$ cat config.mk
export PLATFORM = sky130hd
export DESIGN_NAME = pixel_imex_stream
export DESIGN_NICKNAME = d
export VERILOG_FILES = /design/src/rtl/pixel_imex_stream.sv
export SDC_FILE = /design/constraint.sdc
export NUM_CORES = 1
export LEC_CHECK = 0
export BUFFER_PORTS_ARGS = -buffer_cell sky130_fd_sc_hd__buf_4
export CORE_MARGIN = 1
export CORE_UTILIZATION = 50
export CTS_CLUSTER_SIZE = 25
export DETAILED_ROUTE_END_ITERATION = 6
export GPL_TIMING_DRIVEN = 0
export PLACE_DENSITY = 0.69
export SLEW_MARGIN = 20
export SYNTH_ARGS = -nofsm -noshare
export SYNTH_HDL_FRONTEND = slang
export SYNTH_SLANG_ARGS = --single-unit
$ cat constraint.sdc
create_clock -name clk -period 4.45 [get_ports clk]
set_clock_uncertainty 0.05 [all_clocks]
set_input_delay 0.445 -clock clk [delete_from_list [all_inputs] [get_ports clk]]
set_output_delay 0.445 -clock clk [all_outputs]
set_load 0.05 [all_outputs]
$ cat src/rtl/pixel_imex_stream.sv
// pixel_imex_stream
// Pixel import/export stage: accepts packed multi-channel pixels on a
// valid/ready stream, applies a per-pixel channel transform when the pixel is
// accepted, buffers pixels in a DEPTH-entry FIFO and presents them downstream
// through registered o_valid/o_data. It also keeps a sticky error flag and a
// count of delivered pixels.
//
// Ports
//   clk        clock, rising edge
//   rst        synchronous reset, active-low
//   i_valid    upstream pixel valid
//   i_data     packed pixel, channel k at [k*CW +: CW]
//   i_ready    registered: block can accept a pixel this cycle
//   i_mode     transform for the pixel accepted this cycle
//              (00 pass, 01 channel reverse, 10 invert, 11 reserved)
//   i_err_clr  clears o_error (a simultaneous set condition wins)
//   o_valid    o_data holds a valid pixel
//   o_data     packed output pixel (registered copy of the FIFO head)
//   o_ready    downstream accepts the pixel this cycle
//   o_error    sticky error: reserved mode pushed, or upstream dropped/changed
//              a stalled pixel
//   o_count    pixels delivered downstream, modulo 2^CNTW
module pixel_imex_stream #(
   parameter int CH    = 3,
   parameter int CW    = 8,
   parameter int DEPTH = 4,
   parameter int CNTW  = 16
) (
   input  logic                clk,
   input  logic                rst,
   input  logic                i_valid,
   input  logic [CH*CW-1:0]    i_data,
   output logic                i_ready,
   input  logic [1:0]          i_mode,
   input  logic                i_err_clr,
   output logic                o_valid,
   output logic [CH*CW-1:0]    o_data,
   input  logic                o_ready,
   output logic                o_error,
   output logic [CNTW-1:0]     o_count
);

   localparam int DW = CH * CW;
   localparam int AW = $clog2(DEPTH);
   localparam logic [AW:0] FULL_CNT = (AW+1)'(DEPTH);

   typedef enum logic [1:0] {
      MODE_PASS = 2'b00,
      MODE_REV  = 2'b01,
      MODE_INV  = 2'b10,
      MODE_RSVD = 2'b11
   } mode_t;

   logic [DW-1:0] mem [DEPTH];
   logic [AW-1:0] wr_ptr;
   logic [AW-1:0] rd_ptr;
   logic [AW:0]   count;

   logic          stall_q;
   logic [DW-1:0] stall_data;

   logic          push;
   logic          pop;
   logic [DW-1:0] px_in;
   logic [AW-1:0] next_rd;
   logic [AW:0]   remaining;
   logic [AW:0]   next_count;
   logic [DW-1:0] head;
   logic          err_set;

   // Channel transform; inverting every channel to (2^CW-1)-v is a plain
   // bitwise complement of the whole packed word.
   function automatic logic [DW-1:0] transform(input logic [DW-1:0] px,
                                               input logic [1:0] mode);
      logic [DW-1:0] r;
      r = px;
      case (mode)
         MODE_REV: begin
            for (int k = 0; k < CH; k++) begin
               r[k*CW +: CW] = px[(CH-1-k)*CW +: CW];
            end
         end
         MODE_INV: r = ~px;
         default:  r = px;
      endcase
      return r;
   endfunction

   // Handshakes, next occupancy and the pixel that will sit at the FIFO head
   // after this edge. When the FIFO drains to nothing before the push, the
   // pixel being pushed becomes the head directly, which gives single-cycle
   // latency and no bubble on simultaneous push/pop with one entry.
   always_comb begin
      push       = i_valid && i_ready;
      pop        = o_valid && o_ready;
      px_in      = transform(i_data, i_mode);
      next_rd    = pop ? rd_ptr + AW'(1) : rd_ptr;
      remaining  = count - {{AW{1'b0}}, pop};
      next_count = remaining + {{AW{1'b0}}, push};
      head       = (remaining == '0) ? px_in : mem[next_rd];
      err_set    = (push && (i_mode == MODE_RSVD)) ||
                   (stall_q && (!i_valid || (i_data != stall_data)));
   end

   // Pixel storage; the pointers are cleared by reset, so stale entries are
   // simply unreachable and the array itself needs no reset.
   always_ff @(posedge clk) begin
      if (rst && push) begin
         mem[wr_ptr] <= px_in;
      end
   end

   // Pointers, occupancy, registered handshake outputs, counter and error.
   // i_ready depends only on the next occupancy, so there is no
   // combinational path from o_ready to i_ready. o_data only changes when a
   // pixel will be valid, which keeps it stable while downstream stalls.
   always_ff @(posedge clk) begin
      if (!rst) begin
         wr_ptr     <= '0;
         rd_ptr     <= '0;
         count      <= '0;
         i_ready    <= 1'b1;
         o_valid    <= 1'b0;
         o_data     <= '0;
         o_error    <= 1'b0;
         o_count    <= '0;
         stall_q    <= 1'b0;
         stall_data <= '0;
      end else begin
         if (push) begin
            wr_ptr <= wr_ptr + AW'(1);
         end
         rd_ptr  <= next_rd;
         count   <= next_count;
         i_ready <= (next_count < FULL_CNT);
         o_valid <= (next_count != '0);
         if (next_count != '0) begin
            o_data <= head;
         end
         if (pop) begin
            o_count <= o_count + CNTW'(1);
         end
         if (err_set) begin
            o_error <= 1'b1;
         end else if (i_err_clr) begin
            o_error <= 1'b0;
         end
         stall_q    <= i_valid && !i_ready;
         stall_data <= i_data;
      end
   end

endmodule

==> metrics.txt, run 1 <==
run status finished clean; initial antenna violation count 0; share of layout cells above drive strength 1 14.5%; GRT Residual Overflow 0; Sw Share 36.2%; CTS clk-pin slew, worst paths 70 ps; antenna fix cells 0; Max clock buf depth 2; Setup violations, final 0; Tcrit/Tclk final 78.5%; area grow syn2layout 18.7%; GRT Util Overall 27.0%; Final Hold Viols 0; 1st-pass router iterations 5; Top delay family on crit path buffers and inverters; Clock Sinks 171; Starting Density 51.2%; drt initial violations 533; Slew HR 49.6%; post-cts sizing count 0; overall die height 127 um; crit end category register; Slew @ Worst Pin 756 ps; commonest non-fill, non-tap cell in the layout nand2_1; Tot Pwr 5500 uW; setup TNS 0 ps; TritonCTS clock tree done; worst r2r dst o_data[17]; Hold Path Cell Cnt 3; core area 15,300 um^2; hold_ws 199 ps; RSZ-0062 raised after global routing no; GP Congestion 0.855; worst hold endpoint stall_q; CTS buffer count 17; reg-to-reg slack, setup 960 ps; vias per inst 5.73; Leak 0.00374 uW; mean post-synth cell area 10.0 um^2; Syn Inst Count 778; Slew Viols, Final 0; startpoint types register; Final HPWL DP 14,000 um; max cap viols 0; worst reg2reg path depth 13; Die Area 16,100 um^2; post-CTS setup buffers 0; post-synthesis cell area 7820 um^2; worst r2r src o_valid; Pint 3510 uW; Post-CTS Hold Fix Bufs 0; CP bufs+invs 4; Yosys reg bits 171; CP max FO 10; worst setup path class register to register; maximum VDD drop 0.306 mV; worst stage delay on the critical path 470 ps; Final min period 3490 ps; vias in the first global route 6,236; H-tree levels 4; clock share of power 29.6%; largest net degree at the start of global routing 25; CP dominant cell by count ha_1; global-route wire length before repair 32,400 um; slowest stage cell, crit path buf_1; # IOs 74; Psw 1990 uW; Reg power frac 36.2%; Via Count 6,267; Placement Rows 45; port bufs 73; Max Clock Freq 286 MHz; Logic pwr share 34.2%; critical hold path startpoint i_valid; nets@finish 913; clk_lat worst skew 430 ps; antenna viol nets, final 0; PD cells 593 nW/um^2; most frequent cells in the layout nand2_1 (206), edfxtp_1 (96), dfxtp_1 (75); Worst EP required 4760 ps; Core Util, Final 60.8%; Netlist cell types 44; Die W 127 um; register area share after synthesis 56.1%; syn_nets 821; WL final 21,000 um; synth warn 0; Clock Tree Root clkbuf_16; worst-path cell chain nand2_1, inv_2, buf_1, ha_1, inv_1, ha_1, ha_1, xor3_1, or3_4, nor2_2, buf_4, a22oi_1, o21ai_1; Hold Crit Class input pin to register; Worst EP arrival 3810 ps; DRC 0; WL per Instance 19.2 um
==> power groups by stage <==
stage                     Combinational, uW  Clock, uW  Sequential, uW
final                                  1880       1630            1990
after global routing                   2010       1690            2010
after CTS                              1870       1630            1990
after detailed placement               1860          0            2020
after global placement                 1810          0            2020
after floorplan                        1000          0            2300
==> per-stage QoR <==
stage	std cells	cell area (um^2)	setup slack, ps
floorplan	778	7820	1230
global placement	1062	8630	911
detailed placement	1062	8640	800
CTS	1094	9280	975
global route	1094	9280	726
finish	1094	9280	958
==> area by class of cell <==
type / instances / area, um^2
Fill cell: 1260 / 5980
Sequential cell: 171 / 4380
Multi-Input combinational cell: 524 / 3080
Timing Repair Buffer: 73 / 548
Clock buffer: 17 / 425
Tap cell: 211 / 264
Buffer: 50 / 236
Clock inverter: 15 / 221
Inverter: 33 / 124
==> worst max-delay path by stage <==
| stage | from | to | slack [ps] | depth (start not counted) |
|---|---|---|---|---|
| 6_report | o_valid | o_data[17] | 960 | 13 |
| 4_1_cts | o_valid | o_data[0] | 980 | 13 |
| 5_1_grt | o_valid | o_data[15] | 730 | 13 |
| 2_1_floorplan | o_valid | o_data[10] | 1230 | 13 |
| 3_5_place_dp | o_ready | o_data[21] | 800 | 14 |
| 3_3_place_gp | o_ready | o_data[17] | 910 | 14 |
==> logic make-up (layout without fill, tap and decap cells) <==
family          count (synthesis)  count (layout)  share of synthesized area [%]
fa+ha+maj                      12              12                           1.92
simple gates                  299             299                           16.1
compound gates                148             148                           13.4
mux                            25              25                           3.20
buf+inv                        83             188                           4.61
flops                         171             171                           56.1
xor+xnor                       40              40                           4.67
==> tightest hold or removal path: stages <==
cell and delay [ps]:
buf_4 90, nand2_1 40, nor2_1 70
==> state kept, by name, indices dropped and copies added, names as in the netlist <==
| signal | count |
|---|---|
| mem | 96 |
| o_data | 24 |
| stall_data | 24 |
| o_count | 16 |
| count | 3 |
| rd_ptr | 2 |
| wr_ptr | 2 |
| i_ready | 1 |
| o_error | 1 |
| o_valid | 1 |
| stall_q | 1 |
==> synthesized netlist by cell type, drive strengths merged <==
library cell | count | area [um^2]
inv | 33 | 124
a221oi | 16 | 140
buf | 14 | 85.1
nand3 | 5 | 25.0
nor2 | 44 | 168
o221ai | 24 | 210
and3 | 6 | 37.5
nor3 | 5 | 25.0
nor2b | 2 | 12.5
dlygate4sd1 | 1 | 8.76
o21ai | 30 | 150
dlygate4sd3 | 1 | 10.0
a32oi | 24 | 210
xnor2 | 27 | 236
and2 | 13 | 85.1
edfxtp | 96 | 2880
xor2 | 12 | 105
nor4 | 4 | 31.3
mux2i | 25 | 250
xor3 | 1 | 23.8
clkbuf | 34 | 133
nand2b | 1 | 6.26
a22oi | 24 | 185
nand2 | 207 | 780
nor3b | 1 | 18.8
a21oi | 30 | 150
or3 | 6 | 42.5
nand4 | 5 | 31.3
dfxtp | 75 | 1500
ha | 12 | 150
==> per-layer routing <==
metal	GRT usage, %	vias up	part of all wire, %
met5	0	-	0
met4	12.4	0	2.1
met3	5.86	41	7.9
met2	44.9	269	48
met1	33.9	3028	42
li1	-	2929	-
Power figures use the tool's default switching activity.
==> inputs of run 2 (changes only) <==
clock period = 3.3 ns   (was 4.45 ns; I/O delays follow)
==> run 2 against run 1 <==
  * Fmax increased by 16%
  * Sequential share of layout area about the same
  * Wire length decreased by 0.26%
  * First-iteration DRC count decreased by 2.6%
  * Count of clock-buffer cells in the layout unchanged
  * Die area unchanged
  * Final area about the same
  * Highest routed layer unchanged
==> metrics.txt, run 2 (synthesis gave the netlist of run 1 again) <==
worst stage delay on the critical path 360 ps (-110 ps); most frequent cells in the layout nand2_1 (206), edfxtp_1 (96), dfxtp_1 (75); drt initial violations 519 (-2.6%); Via Count 6,321 (+0.86%); Die Area 16,100 um^2 (unchanged); Largest Register mem; antenna fix cells 0 (unchanged); crit end category register; largest registers mem: 96 flops, o_data: 24 flops, stall_data: 24 flops; worst-path cell chain nand2_1, inv_4, ha_1, inv_1, ha_1, ha_1, xor3_1, or3_4, nor2_2, buf_4, a22oi_1, o21ai_1; Final Instance Area 9280 um^2 (about the same); Worst EP arrival 3320 ps (-490 ps); initial antenna violation count 0 (unchanged); Reg power frac 36.3% (about the same); RSZ-0062 raised after global routing no; worst setup path class register to register; Slew Viols, Final 0 (unchanged); startpoint types register; commonest non-fill, non-tap cell in the layout nand2_1; Leak 0.00374 uW (about the same); maximum VDD drop 0.412 mV (+35%); CP max FO 19 (+9); Sw Share 36.0% (-0.13 points); worst r2r dst o_data[21]; Hold Crit Class input pin to register; # IOs 74 (unchanged); worst r2r src o_valid; Worst Setup SP o_valid; overall die height 127 um (unchanged); Pint 4740 uW (+35%); fillers 1,260 (unchanged); core area 15,300 um^2 (unchanged); Worst EP required 3610 ps (-1150 ps); 1st-pass router iterations 6 (+1); vias per inst 5.78 (+0.95%); Slew HR 50.8% (+1.2 points); Logic pwr share 34.2% (about the same); share of layout cells above drive strength 1 14.5% (+0.016 points); largest net degree at the start of global routing 25 (unchanged); Clock Sinks 171 (unchanged); Final Hold Viols 0 (unchanged); Die W 127 um (unchanged); clk_lat worst skew 430 ps (about the same); Final min period 3010 ps (-483 ps); Setup violations, final 0 (unchanged); vias in the first global route 6,235 (-0.016%); nets@finish 912 (-0.11%); Tcrit/Tclk final 91.2% (+13 points); Register Area 4380 um^2 (unchanged); Psw 2670 uW (+34%); TritonCTS clock tree done; WL per Instance 19.2 um (-0.17%); Max clock buf depth 2 (unchanged); Placement Rows 45 (unchanged); WL final 20,900 um (-0.26%); global-route wire length before repair 32,400 um (about the same); Clock Tree Root clkbuf_16; area of the multi-input gates 3080 um^2 (unchanged); Max Clock Freq 332 MHz (+16%); slowest stage cell, crit path or3_4; CTS clk-pin slew, worst paths 60 ps (about the same); Core Util, Final 60.8% (about the same); reg-to-reg slack, setup 290 ps (-670 ps); port bufs 73 (unchanged); clock share of power 29.5% (about the same); CP dominant cell by count ha_1; worst reg2reg path depth 12 (-1); GP Congestion 0.855 (unchanged); PD cells 798 nW/um^2 (+35%); Slew @ Worst Pin 738 ps (-18.1 ps); DRC 0 (unchanged); Cell Area, Placed 8640 um^2 (unchanged); max cap viols 0 (unchanged); Starting Density 51.2% (unchanged); GRT Util Overall 27.0% (-0.037 points); GRT Residual Overflow 0 (unchanged); H-tree levels 4 (unchanged); antenna viol nets, final 0 (unchanged); Setup crit end o_data[21]; max reg flops 96 (unchanged); area grow syn2layout 18.7% (about the same); Final HPWL DP 14,000 um (unchanged); run status finished clean; CTS buffer count 17 (unchanged)
==> run 2: critical path, delay by kind of cell, from the launching register on <==
family          cells  cell delay (ps)
compound gates      2              200
xor+xnor            1              240
fa+ha+maj           3              590
buf+inv             3              620
flops               1              340
simple gates        3              890
==> run 2: power groups by stage <==
stage / Combinational, uW / Clock, uW / Sequential (uW)
floorplan: 1350 / 0 / 3100
CTS: 2510 / 2200 / 2690
global route: 2710 / 2280 / 2710
finish: 2530 / 2190 / 2690
global placement: 2440 / 0 / 2720
detailed placement: 2510 / 0 / 2730
==> run 2: per-stage QoR <==
stage	total power, uW	hold WS (ps)	setup slack, ps	instances	TNS (ps)
2_1_floorplan	4450	394	75.4	778	0
3_3_place_gp	5160	385	-124	1062	-2390
3_5_place_dp	5230	387	-235	1062	-4430
4_1_cts	7400	67.8	184	1093	0
5_1_grt	7700	89.8	86.5	1093	0
6_report	7410	81.8	291	1093	0
==> run 2: what timing repair did <==
item | CTS | global route
hold buffers | 0 | 0
setup buffers | 0 | 0
cloned | 0 | 0
resized for setup | 0 | 2
endpoints found under the setup margin | 20 | 4
==> run 2: routing by layer <==
metal	track usage, %	up-vias	share of wire [%]
met3	5.86	44	8.6
met5	0	-	0
met2	44.7	296	48
met1	34.0	3050	42
li1	-	2931	-
met4	12.4	0	2.1
==> run 2: worst min path at each step <==
stage / start / slack (ps) / to / cells past startpoint
final: i_valid / 80 / stall_q / 3
after global routing: i_data[13] / 90 / stall_data[13] / 2
after CTS: i_valid / 70 / stall_q / 3
after detailed placement: i_ready / 390 / stall_q / 1
after global placement: i_ready / 390 / stall_q / 1
after floorplan: i_valid / 390 / stall_q / 2
==> run 2: cell type report <==
cell class                      count  area share [%]
Clock inverter                     15            2.39
Timing Repair Buffer               73            5.90
Sequential cell                   171            47.2
Tap cell                          211            2.84
Inverter                           33            1.36
Multi-Input combinational cell    524            33.2
Buffer                             49            2.51
Clock buffer                       17            4.58
